<file path="config.mk">
export PLATFORM = sky130hd
export DESIGN_NAME = writeback_arbiter
export DESIGN_NICKNAME = d
export VERILOG_FILES = /design/src/rtl/writeback_arbiter.sv
export SDC_FILE = /design/constraint.sdc
export NUM_CORES = 1
export LEC_CHECK = 0
export BUFFER_PORTS_ARGS = -buffer_cell sky130_fd_sc_hd__buf_2
export CAP_MARGIN = 20
export CORE_ASPECT_RATIO = 1.25
export CORE_MARGIN = 2
export CORE_UTILIZATION = 45
export CTS_CLUSTER_SIZE = 8
export DETAILED_ROUTE_END_ITERATION = 7
export HOLD_SLACK_MARGIN = 0.12
export PLACE_DENSITY = 0.66
export RECOVER_POWER = 100
export SKIP_CTS_REPAIR_TIMING = 1
export SLEW_MARGIN = 20
export SYNTH_ARGS = -nofsm -noshare
export SYNTH_HDL_FRONTEND = slang
export SYNTH_SLANG_ARGS = --single-unit
</file>
<file path="constraint.sdc">
create_clock -name clk -period 2.9 [get_ports clk]
set_input_delay 0.145 -clock clk [delete_from_list [all_inputs] [get_ports clk]]
set_output_delay 0.145 -clock clk [all_outputs]
set_load 0.05 [all_outputs]
</file>
<file path="src/rtl/writeback_arbiter.sv">
// Register-file writeback arbiter: ALU results win, queued loads drain in order; WB_BYPASS_EN lets an idle-cycle load skip the queue.
// Latency: ALU 1 cycle, load 2+ cycles (1 with bypass); loads backpressured via load_ready_o when the queue is full.
module writeback_arbiter #(
   parameter int FIFO_DEPTH = 4
) (
   input  logic        clk,
   input  logic        reset_n,
   input  logic        alu_valid_i,
   input  logic [6:0]  alu_reg_i,
   input  logic [31:0] alu_value_i,
   input  logic        load_valid_i,
   input  logic [6:0]  load_reg_i,
   input  logic [31:0] load_value_i,
   output logic        load_ready_o,
   output logic        write_enable_o,
   output logic [6:0]  write_reg_o,
   output logic [31:0] write_value_o,
   input  logic [6:0]  check_reg_i,
   output logic        check_hit_o
);
   localparam int AW = (FIFO_DEPTH > 1) ? $clog2(FIFO_DEPTH) : 1;
   localparam int CW = AW + 1;
`ifdef WB_BYPASS_EN
   localparam bit BYPASS = 1'b1;
`else
   localparam bit BYPASS = 1'b0;
`endif

   if ((FIFO_DEPTH < 2) || ((FIFO_DEPTH & (FIFO_DEPTH - 1)) != 0)) begin : g_bad_depth
      $error("FIFO_DEPTH must be a power of 2 and at least 2");
   end

   typedef struct packed {
      logic [6:0]  dst;
      logic [31:0] value;
   } entry_t;

   entry_t        mem_q [FIFO_DEPTH];
   logic [AW-1:0] rd_ptr_q, rd_ptr_d;
   logic [AW-1:0] wr_ptr_q, wr_ptr_d;
   logic [CW-1:0] count_q, count_d;
   logic          write_enable_q, write_enable_d;
   logic [6:0]    write_reg_q, write_reg_d;
   logic [31:0]   write_value_q, write_value_d;
   logic          fifo_empty, load_accept, push, pop, bypass;
   entry_t        head;
   logic [FIFO_DEPTH-1:0] entry_hit;

   assign fifo_empty   = (count_q == '0);
   assign load_ready_o = (count_q < CW'(FIFO_DEPTH));
   assign load_accept  = load_valid_i & load_ready_o;
   assign head         = mem_q[rd_ptr_q];

   always_comb begin
      write_enable_d = 1'b0;
      write_reg_d    = write_reg_q;
      write_value_d  = write_value_q;
      pop            = 1'b0;
      bypass         = 1'b0;
      if (alu_valid_i) begin
         write_enable_d = 1'b1;
         write_reg_d    = alu_reg_i;
         write_value_d  = alu_value_i;
      end else if (!fifo_empty) begin
         write_enable_d = 1'b1;
         write_reg_d    = head.dst;
         write_value_d  = head.value;
         pop            = 1'b1;
      end else if (BYPASS && load_accept) begin
         write_enable_d = 1'b1;
         write_reg_d    = load_reg_i;
         write_value_d  = load_value_i;
         bypass         = 1'b1;
      end
      push = load_accept & ~bypass;
   end

   // Power-of-2 depth makes natural pointer overflow the modulo wrap.
   always_comb begin
      rd_ptr_d = pop  ? rd_ptr_q + AW'(1) : rd_ptr_q;
      wr_ptr_d = push ? wr_ptr_q + AW'(1) : wr_ptr_q;
      count_d  = count_q;
      case ({push, pop})
         2'b10:   count_d = count_q + CW'(1);
         2'b01:   count_d = count_q - CW'(1);
         default: count_d = count_q;
      endcase
   end

   always_ff @(posedge clk or negedge reset_n) begin
      if (!reset_n) begin
         rd_ptr_q       <= '0;
         wr_ptr_q       <= '0;
         count_q        <= '0;
         write_enable_q <= 1'b0;
         write_reg_q    <= '0;
         write_value_q  <= '0;
      end else begin
         rd_ptr_q       <= rd_ptr_d;
         wr_ptr_q       <= wr_ptr_d;
         count_q        <= count_d;
         write_enable_q <= write_enable_d;
         write_reg_q    <= write_reg_d;
         write_value_q  <= write_value_d;
      end
   end

   always_ff @(posedge clk) begin
      if (push) begin
         mem_q[wr_ptr_q] <= '{dst: load_reg_i, value: load_value_i};
      end
   end

   // An entry is live when its distance from the head is below the count.
   for (genvar i = 0; i < FIFO_DEPTH; i++) begin : g_hit
      logic [AW-1:0] offset;
      assign offset       = AW'(i) - rd_ptr_q;
      assign entry_hit[i] = ({1'b0, offset} < count_q) && (mem_q[i].dst == check_reg_i);
   end

   assign check_hit_o    = |entry_hit;
   assign write_enable_o = write_enable_q;
   assign write_reg_o    = write_reg_q;
   assign write_value_o  = write_value_q;
endmodule

</file>
==> summary.txt <==
Outcome
  • Status: complete, but fails checks
  • Violated checks: capacitance limit, slew limit

Logic synthesis
  • Prevailing post-synth register cell: edfxtp_1
  • Mapped Cells: 472
  • Avg Cell Area, Syn: 17.62 um2
  • Main combinational cell family by area after synthesis: multiplexers
  • Simple-Gate Fraction of Synth Area: 3.294%
  • Synthesized cell area: 8318 um2
  • Post-synth EDFFs: 156
  • Synth Area in Compound Gates: 3.039%
  • Syn Nets: 571
  • Synth unique cells: 26
  • Sequential area share after synthesis: 70.46%
  • Asr flop ratio synth: 23.15%
  • Mux cell area share after synthesis: 15.39%
  • Post-synthesis adder-cell area fraction: 1.594%
  • Synth Area in XOR/XNOR: 3.685%
  • Syn. warnings: 0
  • Yosys reg bits: 203

Die
  • Die ar.: 19600 um2
  • Num rows: 55
  • Initial Util: 45.96%
  • Die Y: 156.0 um
  • Ports: 131
  • Core area: 18100 um2
  • Die span in x: 125.6 um

Critical path
  • WS Path Type: reg2out
  • Setup crit start kind: flop
  • CP max stage delay: 670 ps
  • Crit. End Element: primary output
  • CP Data Arrival Time: 2430 ps
  • Worst-path maximum fanout: 20
  • Critical Path RT: 2760 ps
  • Cell depth of the worst flop-to-flop path: 3
  • Worst-path cell chain: xor2_1 > inv_1 > ha_1 > a21oi_1 > o211ai_1 > nand4_1 > clkbuf_2
  • CP max-delay cell: dfrtp_2

GRT
  • All-Layer GR Usage: 17.69%
  • Vias in the first global route: 5031
  • Initial antenna violation count: 1
  • Total grt overflow: 0
  • First-pass GRT wire length: 26830 um
  • Largest net degree at the start of global routing: 80

Hold path
  • WHS Path Cells: 3
  • Hold Path Class: in2reg

Clock network
  • H-tree depth: 1
  • Skew-Pair Late Insertion Delay: 520 ps
  • CTS Sinks: 203
  • Clock Tree Root: clkbuf_16
  • Clock buffer depth: 3
  • CTS tree: built
  • CTS clk-pin slew, worst paths: 50 ps
  • Cts bufs inserted: 29

Route
  • Routed wl met3: 746 um
  • DRC errors left: 0
  • 1st-iter DRT viols: 281
  • Final WL: 17940 um
  • Routed Antenna Nets: 0
  • Vias: 4900
  • Wirelength per Cell: 18.88 um
  • Avg Vias per Cell: 5.158
  • M1 wire length: 7111 um
  • WL met2: 9670 um
  • Top sig layer: met4
  • TritonRoute pass-1 iters: 4

Cells and area
  • Post-route insts no fill: 950
  • Area occupied by multi-input gates: 2250 um2
  • Share of cells above drive strength 1: 18.03%
  • Fill count: 1442
  • Reg area: 5863 um2
  • NumNets Final: 798
  • Syn-to-layout area delta: 28.70%

Job
  • Max_cap viols: 2

Pwr
  • Comb pwr share: 32.2%
  • Internal power: 6.838 mW
  • Leakage Power: 3.975 nW
  • Maximum vdd drop: 0.0004337 V
  • Switching Share: 35.31%
  • Clock share of power: 28.3%
  • Sequential share of power: 39.5%
  • P_sw: 3.733 mW
  • Pwr per Cell Area: 987.5 nW/um2

STA
  • Setup ws final: 328.0 ps
  • Measured slew at the worst slew-check pin: 1694 ps
  • Max-slew violation count: 109
  • Fin crit share: 88.69%
  • Rel. slew slack: -12.94%
  • Hold Vio Cnt, Final: 0
  • RSZ-0062 raised after global routing: false
  • Fmax: 0.3888 GHz
  • TNS Setup: 0 ps
  • Post-route minimum period: 2572 ps
  • Clk_skew: 10.89 ps
  • Setup-failing EPs final: 0

Placed design
  • Setup WS pre-CTS: 805.0 ps
  • DP Wirelength: 11440 um
  • Cells after DPL: 816
  • I/O Buffers: 130
  • GP Congestion: 0.7646
==> power groups by stage <==
stage	Sequential (mW)	Combinational (mW)	Clock [mW]
5_1_grt	4.25	3.65	3.18
3_3_place_gp	4.18	3.38	0
4_1_cts	4.17	3.46	3.06
3_5_place_dp	4.21	3.46	0
2_1_floorplan	5.05	1.77	0
6_report	4.17	3.40	3.00
==> registers in the layout (all words and copies together), names as in the netlist <==
name            count
wr_ptr_q            2
write_value_o      32
count_q             3
rd_ptr_q            2
mem_q             156
write_enable_o      1
write_reg_o         7
==> per-stage QoR <==
stage | util (%) | power (mW) | hold WS [ps] | area [um2]
after floorplan | - | 6.815 | -150.6 | 8318
after global placement | 50.90 | 7.555 | 219.5 | 9211
after detailed placement | 50.90 | 7.674 | 229.6 | 9211
after CTS | 55.42 | 10.69 | -315.1 | 10030
after global routing | 59.15 | 11.09 | 161.5 | 10710
final | 59.15 | 10.57 | 134.1 | 10710
==> final cells by class <==
class / count / area share [%]
Sequential cell: 203 / 54.77
Multi-Input combinational cell: 235 / 21.01
Timing Repair Buffer: 221 / 13.57
Clock buffer: 52 / 7.585
Tap cell: 228 / 2.665
Inverter: 9 / 0.3156
Clock inverter: 1 / 0.05844
Antenna cell: 1 / 0.02338
==> cells in the final DEF (no fill, tap or decap), types with 4 or more instances in the layout <==
| cell type | count |
|---|---|
| edfxtp_1 | 156 |
| clkbuf_1 | 104 |
| dlygate4sd3_1 | 80 |
| buf_2 | 48 |
| dfrtp_1 | 45 |
| a21oi_1 | 43 |
| nor2_1 | 41 |
| mux2i_1 | 39 |
| mux4_2 | 36 |
| xor2_1 | 31 |
| clkbuf_16 | 29 |
| inv_1 | 9 |
| ha_1 | 9 |
| buf_4 | 7 |
| nor3_1 | 5 |
| nand2_1 | 4 |
| nor4_1 | 4 |
| xnor2_1 | 4 |
==> final timing paths <==
path | startpoint | end | slack (ps)
worst max register to register | count_q[2]$_DFFE_PN0P_ | mem_q[1][35]$_DFFE_PP_ | 450
worst min-delay path | load_valid_i | wr_ptr_q[0]$_DFFE_PN0P_ | 130
min in group asynchronous | reset_n | write_value_o[29]$_DFFE_PN0P_ | 610
max in group asynchronous | reset_n | write_value_o[12]$_DFFE_PN0P_ | 940
worst max-delay path | rd_ptr_q[1]$_DFFE_PN0P_ | check_hit_o | 330
worst min register to register | count_q[1]$_DFFE_PN0P_ | count_q[1]$_DFFE_PN0P_ | 520
==> critical path, delay by kind of cell, from the launching register on <==
kind	cells	cell delay, ps
DFF	1	670
buffers and inverters	2	370
adders and majority gates	1	270
AOI/OAI and AO/OA	2	240
xor gates and xnor gates	1	230
and+or+nand+nor	1	130
==> cells by family (layout without fill, tap and decap cells) <==
group                      after synthesis  after routing
and+or+nand+nor                         63             63
DFF                                    203            203
buffers and inverters                   34            283
adders and majority gates               10             10
muxes                                   78             78
xor gates and xnor gates                35             35
other                                    0              1
AOI/OAI and AO/OA                       49             49
==> synthesized netlist by cell type (4+ instances only) <==
cell,count,share of area [%]
buf_2,10,0.60
xor2_1,31,3.3
nor2_1,41,1.9
mux4_2,36,9.7
nor3_1,5,0.30
nand2_1,4,0.18
a21oi_1,43,2.6
inv_1,9,0.41
edfxtp_1,156,56
clkbuf_1,9,0.41
mux2i_1,39,4.7
xnor2_1,4,0.42
and2_1,4,0.30
dfrtp_1,47,14
nor4_1,4,0.30
ha_1,9,1.4
==> per-layer routing <==
layer,vias to the layer above,GRT usage (%)
met5,-,0
met1,2449,21.10
li1,2272,-
met3,34,2.709
met4,0,6.032
met2,145,32.64
No activity file was read; power rests on OpenSTA's default activity.
